`src/rtl/std_fifo_burst_reader.sv`:
```
// Drains a show-ahead FIFO in bursts of BURST_LEN words (or a partial burst after TIMEOUT idle cycles) onto a valid/ready stream.
// Latency: burst starts one cycle after the start condition; beats are combinational from the FIFO head, pop is same-cycle.
// Backpressure: i_ready=0 holds o_valid/o_data (no pop). Build with STD_FIFO_BURST_READER_STATS_EN for the burst counters.
module std_fifo_burst_reader #(
  parameter int  WIDTH     = 8,
  parameter type TYPE      = logic [WIDTH-1:0],
  parameter int  DEPTH     = 8,
  parameter int  BURST_LEN = 4,
  parameter int  TIMEOUT   = 16,
  localparam int CW        = $clog2(DEPTH + 1),
  localparam int LW        = $clog2(BURST_LEN + 1)
) (
  input  logic          i_clk,
  input  logic          i_rst,
  input  logic          i_fifo_empty,
  input  logic [CW-1:0] i_fifo_word_count,
  input  TYPE           i_fifo_data,
  output logic          o_fifo_pop,
  output logic          o_valid,
  input  logic          i_ready,
  output TYPE           o_data,
  output logic          o_last,
  output logic [LW-1:0] o_len,
`ifdef STD_FIFO_BURST_READER_STATS_EN
  output logic [15:0]   o_full_bursts,
  output logic [15:0]   o_timeout_bursts,
`endif
  output logic          o_busy
);

  localparam int TW = (TIMEOUT == 0) ? 1 : $clog2(TIMEOUT + 1);
  localparam int MW = (CW > LW) ? CW : LW;
  localparam logic [MW-1:0] BURST_EXT = MW'(BURST_LEN);
  localparam logic [TW-1:0] TIMER_MAX = TW'(TIMEOUT);

  typedef enum logic {IDLE, BURST} state_e;

  state_e        state_q, state_d;
  logic [LW-1:0] rem_q, rem_d;
  logic [LW-1:0] len_q, len_d;
  logic [TW-1:0] timer_q, timer_d;

  logic [MW-1:0] count_ext;
  logic          full_ok;
  logic          timeout_hit;

  assign count_ext   = MW'(i_fifo_word_count);
  assign full_ok     = (count_ext >= BURST_EXT);
  assign timeout_hit = (TIMEOUT != 0) && (timer_q == TIMER_MAX) && !i_fifo_empty;

  // Show-ahead head word goes straight out; only meaningful with o_valid.
  assign o_data = i_fifo_data;
  assign o_len  = len_q;

  // Next-state, burst bookkeeping and stream/pop outputs.
  always_comb begin
    state_d    = state_q;
    rem_d      = rem_q;
    len_d      = len_q;
    timer_d    = timer_q;
    o_valid    = 1'b0;
    o_last     = 1'b0;
    o_fifo_pop = 1'b0;
    o_busy     = 1'b0;
    case (state_q)
      IDLE: begin
        if (full_ok) begin
          // A full burst always wins over a pending timeout.
          state_d = BURST;
          rem_d   = LW'(BURST_LEN);
          len_d   = LW'(BURST_LEN);
          timer_d = '0;
        end else if (timeout_hit) begin
          // Count is below BURST_LEN here, so it fits the length field.
          state_d = BURST;
          rem_d   = LW'(count_ext);
          len_d   = LW'(count_ext);
          timer_d = '0;
        end else if (i_fifo_empty) begin
          timer_d = '0;
        end else if (timer_q != TIMER_MAX) begin
          timer_d = timer_q + TW'(1);
        end
      end
      BURST: begin
        timer_d = '0;
        o_busy  = 1'b1;
        // Gate with reset so no word is popped (and lost) in the reset cycle.
        o_valid = !i_fifo_empty && !i_rst;
        o_last  = o_valid && (rem_q == LW'(1));
        if (o_valid && i_ready) begin
          o_fifo_pop = 1'b1;
          rem_d      = rem_q - LW'(1);
          if (rem_q == LW'(1)) begin
            state_d = IDLE;
          end
        end
      end
      default: state_d = IDLE;
    endcase
  end

  // State and burst registers with synchronous reset.
  always_ff @(posedge i_clk) begin
    if (i_rst) begin
      state_q <= IDLE;
      rem_q   <= '0;
      len_q   <= '0;
      timer_q <= '0;
    end else begin
      state_q <= state_d;
      rem_q   <= rem_d;
      len_q   <= len_d;
      timer_q <= timer_d;
    end
  end

`ifdef STD_FIFO_BURST_READER_STATS_EN
  logic        start_full, start_to;
  logic [15:0] full_cnt_q, full_cnt_d;
  logic [15:0] to_cnt_q, to_cnt_d;

  assign start_full = (state_q == IDLE) && full_ok;
  assign start_to   = (state_q == IDLE) && !full_ok && timeout_hit;

  // Saturating per-kind burst start counters.
  always_comb begin
    full_cnt_d = full_cnt_q;
    to_cnt_d   = to_cnt_q;
    if (start_full && (full_cnt_q != 16'hFFFF)) full_cnt_d = full_cnt_q + 16'd1;
    if (start_to && (to_cnt_q != 16'hFFFF))     to_cnt_d   = to_cnt_q + 16'd1;
  end

  // Counter registers.
  always_ff @(posedge i_clk) begin
    if (i_rst) begin
      full_cnt_q <= '0;
      to_cnt_q   <= '0;
    end else begin
      full_cnt_q <= full_cnt_d;
      to_cnt_q   <= to_cnt_d;
    end
  end

  assign o_full_bursts    = full_cnt_q;
  assign o_timeout_bursts = to_cnt_q;
`endif

endmodule

```
`config.mk`:
```
export PLATFORM = sky130hd
export DESIGN_NAME = std_fifo_burst_reader
export DESIGN_NICKNAME = d
export VERILOG_FILES = /design/src/rtl/std_fifo_burst_reader.sv
export SDC_FILE = /design/constraint.sdc
export NUM_CORES = 1
export LEC_CHECK = 0
export CELL_PAD_IN_SITES_DETAIL_PLACEMENT = 0
export CELL_PAD_IN_SITES_GLOBAL_PLACEMENT = 1
export CORE_ASPECT_RATIO = 1.75
export CORE_MARGIN = 2
export CORE_UTILIZATION = 29
export CTS_CLUSTER_DIAMETER = 60
export DETAILED_ROUTE_END_ITERATION = 8
export HOLD_SLACK_MARGIN = 0.03
export PLACE_DENSITY = 0.79
export RECOVER_POWER = 25
export SETUP_SLACK_MARGIN = 0.05
export SLEW_MARGIN = 20
export SYNTH_ARGS = -nofsm -noshare
export SYNTH_HDL_FRONTEND = slang
export SYNTH_SLANG_ARGS = --single-unit
```
`constraint.sdc`:
```
create_clock -name i_clk -period 2.1 [get_ports i_clk]
set_clock_uncertainty 0.1 [all_clocks]
set_input_delay 0.21 -clock i_clk [delete_from_list [all_inputs] [get_ports i_clk]]
set_output_delay 0.21 -clock i_clk [all_outputs]
set_load 0.005 [all_outputs]
```
# Word level (Yosys, flattened, before mapping)

Cells that the tools add are included.

Word-level logic and storage cells: 42
Output and inout port bits: 15
Register bits: 12

Equality and inequality tests: 6
Bitwise gates (word level): 1
Magnitude comparators: 1
Reductions and logical operators: 9
Muxes and demuxes: 19
Add/sub/neg operators: 2

Operators by type and width:

| operator                                                               | number |
|---|---|
| 5-bit two-way mux                                                      | 4 |
| 5-bit != test (second input constant)                                  | 2 |
| 5-bit case mux with 2 select lines                                     | 1 |
| 1-bit two-way mux                                                      | 9 |
| 3-bit two-way mux                                                      | 3 |
| 3-bit case mux with 2 select lines                                     | 1 |
| 5-bit by 1-bit adder with 5-bit output (second input constant)         | 1 |
| 5-bit equality test (second input constant)                            | 1 |
| 4-bit by 3-bit >= comparator with 1-bit output (second input constant) | 1 |
| 1-bit logical AND                                                      | 4 |
| 2-bit AND reduction                                                    | 2 |
| 3-bit by 1-bit equality test with 1-bit output (second input constant) | 1 |
| 3-bit != test (second input constant)                                  | 1 |
| 3-bit by 1-bit subtractor with 3-bit output (second input constant)    | 1 |
| 1-bit zero test                                                        | 2 |
| 2-bit by 1-bit != test with 1-bit output (second input constant)       | 1 |
| 1-bit case mux with 2 select lines                                     | 1 |
| 2-bit nonzero test                                                     | 1 |
| 1-bit NOT                                                              | 1 |

# Depth between registers and ports, before layout

Gate-level depths: netlist (run 1).

Word-level depth: 6
Depth in mapped cells: 6

# Worst setup path before layout (run 1)

OpenSTA, ideal clock, no wires.

Path type: reg-to-reg
Start point: register timer_q[0]
End point: register rem_q[0]
Period minus slack after synthesis: 1.526 ns
Setup time: 0.131 ns
Setup slack: 0.574 ns
Arrival time: 1.295 ns
Path buffers: 0
Cell stages (with the launch flop): 7
Required time: 1.869 ns
Cells stage by stage: dfxtp_1 inv_1 ha_1 and4bb_4 a211oi_4 o21ai_1 nor3b_2

Word-level cells in the longest chain between the ends: 4

RTL lines:

| item                                 | line | text |
|---|---|---|
| start: declaration                   | 41   | `logic [TW-1:0] timer_q, timer_d;` |
| start signal: assignment             | 114  | `timer_q <= timer_d;` |
| 5-bit equality test                  | 49   | `assign timeout_hit = (TIMEOUT != 0) && (timer_q == TIMER_MAX) && !i_fifo_empty;` |
| 1-bit logical AND                    | 49   |  |
| 3-bit != test (no source line)       | n/a  |  |
| 2-bit AND reduction (no source line) | n/a  |  |
| end signal: assignment               | 112  | `rem_q <= rem_d;` |
| end: declaration                     | 39   | `logic [LW-1:0] rem_q, rem_d;` |

No other way between the ends.
A chain may end at the register's enable or synchronous reset.

# Final worst setup path (run 1)

Start point: register rem_q[1]
End point: output o_last

Word-level cells in the longest chain between the ends: 3

RTL lines:

| item                                           | line | text |
|---|---|---|
| 3-bit by 1-bit equality test with 1-bit output | 90   | `o_last = o_valid && (rem_q == LW'(1));` |
| 1-bit logical AND                              | 90   |  |
| 1-bit two-way mux                              | 65   | `case (state_q)` |
| end: declaration                               | 22   | `output logic o_last,` |

No other way between the ends.

==> results.yml, run 1 <==
status:
  status: "completed"
logic_synthesis:
  synth-seq-cells: 12
  muxShareOfSynthArea_pct: 0
  ys_warn_count: 0
  synth_largest_area_cell: "dfxtp_1"
  post-synth-top-count-cell: "dfxtp_1"
  synth-adder-area-share_pct: 6.920
  netlist_top_cells_area: "dfxtp_1, buf_4, ha_1"
  synth-async-reset-ratio_pct: 0
  synth_commonest_cells: "dfxtp_1, inv_1, nor2_1"
  synth-main-ff-cell: "dfxtp_1"
  syn_avg_cell_area_sq_um: 9.272
  synth_cells: 78
  ys_seq_area_share_pct: 33.22
  synth_top_family_by_area: "simple AND/OR/NAND/NOR gates"
  synth-xor-area-share_pct: 3.633
  synth.top_cell.area_share_pct: 33.22
  syn_nets: 98
  synth-simple-area-share_pct: 23.18
  synth_compound_area_share_pct: 17.99
  syn-cell-area_sq_um: 723.2
  synth.distinct_cells: 31
  synth_edf_count: 0
layout:
  syn_to_final_growth_pct: 23.53
  n_fill_cell: 253
  layout-drive-gt1-share_pct: 20.45
  antenna_cells: 0
  nets: 109
power_and_ir_drop:
  p_leak_nw: 0.3230
  power.density_nw_per_um2: 656.8
  fin_total_pwr_uw: 586.7
  irDropWorstVdd_mv: 0.3949
sta:
  hold_viol: 0
  hold_ws_ps: 320.0
  maxSlewHeadroom_pct: 77.43
  finalCritPeriodShare_pct: 90.98
  report.final.slew_viol_count: 0
  finalSetupTns_ps: 0
  grt_setup_unrepaired: "no"
  fmax_mhz: 523.4
  period_minus_slack_ps: 1910
  max_slew.worst_pin.slew_ps: 337.3
  setup_viol: 0
route:
  drtAntennaViolNets: 0
  wire_per_inst_um: 11.57
  drt_iter0_markers: 10
  wirelength_mm: 1.319
  viasPerCell: 4.982
  dr_total_vias: 568
  drc: 0
  dr.pass1.iters: 3
worst_setup_path:
  worstPathRequired_ps: 1790
  path_max_fanout: 3
  r2r_cells: 6
  cp_top_family: "buffers and inverters"
  reg2reg_setup_slack_ps: 470
  cp-startpoint: "rem_q[1]$_SDFFE_PP0P_"
  slowest_stage: "clkdlybuf4s50_1"
  crit_type: "reg2out"
  cp.arrival_ps: 1600
  worstPathCellList: "inv_1 -> ha_1 -> nor2b_2 -> and3_2 -> clkdlybuf4s50_1"
  r2r_end: "rem_q[0]$_SDFFE_PP0P_"
  critical-path-max-stage-delay_ps: 490
  r2r-start: "timer_q[0]$_SDFFE_PP0P_"
  crit_buf_inv: 2
  endpoint_kind: "output pin"
  cp-start-kind: "flip-flop"
die:
  coreArea_sq_um: 2432
  rows: 24
  io_pins: 31
  die_w_um: 41.75
  die_y_um: 70.06
  die_area_sq_um: 2925
  initial_core_util_pct: 29.73
global_route:
  grt_pass1_wl_mm: 2.256
  first_global_vias: 546
  grt_use_total_pct: 9.787
  grt_max_degree: 9
  antenna_found_initial: 0
  grt_overflow_total: 0
clock_network:
  clk_latency_ps: 240
  root_buffer: "clkbuf_8"
  clkTransAtPathRegs_ps: 50
  cts.path.max_buffers: 2
  cts_made_buffers: 3
  cts.sinks: 12
  ctsHtreeMaxLevel: 1
  cts_hold_buf: 0
  cts_tree: "done"
hold_path:
  hold_depth: 0
  hp-class: "in2out"
  hold_path_end: "o_data[2]"
  worstHoldStart: "i_fifo_data[2]"
run:
  drv_cap: 0
placed_design:
  place.gp.congestion: 0.7398
  dp_hpwl_mm: 1.057
  io_buffers: 14
-- repair_timing --
action | CTS | global route
hold endpoints to repair | 0 | 0
gates resized for setup | 0 | 1
endpoints found under the setup margin | 0 | 1
setup buffers | 0 | 0
-- stage by stage --
step                      instances  worst slack, ps  utilization [%]  cell area [sq um]
after floorplan                  78            574.0                -              723.2
after global placement          110            217.2            34.36              835.8
after detailed placement        110            186.8            34.36              835.8
after CTS                       114            98.75            36.63              890.9
after global routing            114            98.88            36.73              893.4
final                           114            189.5            36.73              893.4
-- area by class of cell --
cell class	instances	area, sq um	share of cell area, %
tap	26	32.53	3.641
inverter	9	33.78	3.782
timing repair buffer	16	155.1	17.37
multi-input combinational	47	376.6	42.16
clock buffer	4	55.05	6.162
sequential	12	240.2	26.89
-- worst max-delay path by stage --
stage | endpoint | slack, ps | cells after the start
after floorplan | rem_q[0]$_SDFFE_PP0P_ | 570 | 6
after global placement | o_fifo_pop | 220 | 3
after detailed placement | o_fifo_pop | 190 | 3
after CTS | o_last | 100 | 5
after global routing | o_last | 100 | 5
final | o_last | 190 | 5
-- routing by layer --
layer / share of wire [%] / routed length, um / track usage, %
met4: 2.9 / 38 / 7.168
met3: 3.0 / 39 / 1.550
met5: 0 / 0 / 0
met1: 40 / 532 / 10.02
met2: 54 / 709 / 17.19
-- worst reg2reg max path: cells and delay by family (launching register included) --
family | cells | cell delay, ps
adders and majority gates | 1 | 190
buffers and inverters | 1 | 60
DFF | 1 | 370
AOI/OAI and AO/OA | 2 | 440
and+or+nand+nor | 2 | 360
-- cells in the final DEF, fill, tap and decap left out, types with 2 or more instances in the layout --
| master | netlist | routed |
|---|---|---|
| nand3b_1 | 3 | 3 |
| ha_1 | 4 | 4 |
| clkdlybuf4s50_1 | 0 | 14 |
| dfxtp_1 | 12 | 12 |
| inv_1 | 9 | 9 |
| xor2_1 | 2 | 2 |
| nor2_1 | 9 | 9 |
| nand3_1 | 3 | 3 |
| clkbuf_8 | 0 | 4 |
| a31oi_1 | 2 | 2 |
| nand2_1 | 2 | 2 |
| o32ai_1 | 2 | 2 |
| a21oi_1 | 3 | 3 |
| buf_4 | 8 | 2 |
-- flip-flops by register name, indices dropped and copies added (netlist names) --
name and cells:
timer_q 5, o_len 3, rem_q 3, state_q 1
-- cells by family (layout without fill, tap and decap cells) --
| logic type | count (synthesis) | after routing |
|---|---|---|
| xor gates and xnor gates | 3 | 3 |
| and+or+nand+nor | 26 | 26 |
| AOI/OAI and AO/OA | 14 | 14 |
| DFF | 12 | 12 |
| adders and majority gates | 4 | 4 |
| buffers and inverters | 19 | 29 |
-- where the power goes --
| part | switching [mW] | leakage, nW | internal, mW |
|---|---|---|---|
| clock network | 0.0859 | 0.0288 | 0.166 |
| logic | 0.0413 | 0.196 | 0.0503 |
| registers | 0.00646 | 0.0981 | 0.237 |
| total | 0.134 | 0.323 | 0.453 |
Power figures use the tool's default switching activity.
==> run 2, diff against run 1 <==
--- a/config.mk
+++ b/config.mk
@@ -13,7 +13,7 @@
 export CTS_CLUSTER_DIAMETER = 60
 export DETAILED_ROUTE_END_ITERATION = 8
 export HOLD_SLACK_MARGIN = 0.03
-export PLACE_DENSITY = 0.79
+export PLACE_DENSITY = 0.85
 export RECOVER_POWER = 25
 export SETUP_SLACK_MARGIN = 0.05
 export SLEW_MARGIN = 20
==> results.yml, run 2 (same netlist as run 1, synthesis figures left out) <==
die:
  rows: 24
  coreArea_sq_um: 2432
  die_y_um: 70.06
  die_area_sq_um: 2925
  die_w_um: 41.75
  io_pins: 31
  initial_core_util_pct: 29.73
sta:
  period_minus_slack_ps: 1937
  hold_viol: 0
  maxSlewHeadroom_pct: 75.60
  fmax_mhz: 516.2
  report.final.slew_viol_count: 0
  grt_setup_unrepaired: "no"
  setup_viol: 0
  hold_ws_ps: 320.0
  finalSetupTns_ps: 0
  max_slew.worst_pin.slew_ps: 364.6
  finalCritPeriodShare_pct: 92.25
worst_setup_path:
  reg2reg_setup_slack_ps: 450
  endpoint_kind: "output pin"
  crit_buf_inv: 2
  critical-path-max-stage-delay_ps: 490
  r2r_cells: 6
  slowest_stage: "clkdlybuf4s50_1"
  cp-start-kind: "flip-flop"
  path_max_fanout: 3
  worstPathRequired_ps: 1790
  worstPathCellList: "inv_1 -> ha_1 -> nor2b_1 -> and3_2 -> clkdlybuf4s50_1"
  cp.arrival_ps: 1630
  crit_type: "reg2out"
  r2r_end: "rem_q[0]$_SDFFE_PP0P_"
  cp_top_family: "buffers and inverters"
  r2r-start: "timer_q[0]$_SDFFE_PP0P_"
layout:
  syn_to_final_growth_pct: 21.28
  final_cell_mix: "clkdlybuf4s50_1, dfxtp_1, inv_1, nor2_1, ha_1"
  finish.utilization_pct: 36.06
  layout_commonest_cell: "clkdlybuf4s50_1"
  n_fill_cell: 254
  nets: 109
  largest_reg_flops: 5
  regMostFlops: "timer_q"
  layout-drive-gt1-share_pct: 18.39
  final_cells: 113
  antenna_cells: 0
route:
  wire_per_inst_um: 13.60
  dr_total_vias: 552
  drc: 0
  drt_iter0_markers: 4
  drtAntennaViolNets: 0
  wirelength_mm: 1.537
  viasPerCell: 4.885
  dr.pass1.iters: 2
status:
  status: "completed"
power_and_ir_drop:
  p_seq_share_pct: 44.4
  irDropWorstVdd_mv: 0.4712
  comb_power_share_pct: 16.9
  power_frac_clock_pct: 38.7
  power.density_nw_per_um2: 626.5
  p_leak_nw: 0.3156
  switching_share_pct: 24.63
  internal-power_uw: 414.2
  switchingPower_uw: 135.4
clock_network:
  clkTransAtPathRegs_ps: 50
  cts_hold_buf: 0
  cts-resized-gates: 0
  cts_made_buffers: 3
  post_cts_buffers: 0
  cts_tree: "done"
  clk_latency_ps: 250
  root_buffer: "clkbuf_8"
  cts.path.max_buffers: 2
  cts.sinks: 12
  ctsHtreeMaxLevel: 1
placed_design:
  place.gp.congestion: 0.7283
  dp.cells: 110
  io_buffers: 14
  dp_hpwl_mm: 1.249
global_route:
  grt_pass1_wl_mm: 2.470
  grt_use_total_pct: 11.36
  antenna_found_initial: 0
  first_global_vias: 598
  grt_overflow_total: 0
  grt_max_degree: 10
hold_path:
  hp-class: "in2out"
  hold_path_end: "o_data[0]"
  worstHoldStart: "i_fifo_data[0]"
  hold_depth: 0
run:
  drv_cap: 0
run 2: cell count changes in the layout (fill, tap and decap cells not counted):
cell      change
nor2b_1       +1
clkbuf_8      -1
nor2b_2       -1
run 2: power by group through the flow:
stage	Clock (mW)	Sequential (mW)	Combinational (mW)
3_5_place_dp	0	0.249	0.0933
5_1_grt	0.224	0.245	0.101
6_report	0.213	0.244	0.0926
2_1_floorplan	0	0.247	0.0696
4_1_cts	0.216	0.244	0.0937
3_3_place_gp	0	0.248	0.0915
run 2: per-stage QoR:
stage	power [mW]	cell area [sq um]	worst slack [ps]
final	0.5495	877.1	162.8
after global routing	0.5700	877.1	90.20
after CTS	0.5534	877.1	160.1
after detailed placement	0.3418	835.8	230.3
after global placement	0.3395	835.8	245.9
after floorplan	0.3164	723.2	574.0
run 2: final cells by class:
cell class	count	area (sq um)	area share (%)
multi-input combinational	47	374.1	42.65
sequential	12	240.2	27.39
timing repair buffer	16	155.1	17.69
clock buffer	3	41.29	4.708
inverter	9	33.78	3.852
tap	26	32.53	3.709
run 2: how the worst max path moves through the flow:
stage                             from                     to  depth (start not counted)
3_3_place_gp              i_fifo_empty             o_fifo_pop                          3
2_1_floorplan  timer_q[0]$_SDFFE_PP0P_  rem_q[0]$_SDFFE_PP0P_                          6
4_1_cts          rem_q[1]$_SDFFE_PP0P_                 o_last                          5
6_report         rem_q[1]$_SDFFE_PP0P_                 o_last                          5
5_1_grt          rem_q[1]$_SDFFE_PP0P_                 o_last                          5
3_5_place_dp              i_fifo_empty             o_fifo_pop                          3
run 2: metal layers:
| metal | vias up | routed length [um] | global-route usage [%] |
|---|---|---|---|
| met3 | 5 | 61 | 1.809 |
| met2 | 8 | 900 | 22.05 |
| met5 | - | 0 | 0 |
| met1 | 264 | 518 | 9.250 |
| li1 | 275 | - | - |
| met4 | 0 | 56 | 9.319 |
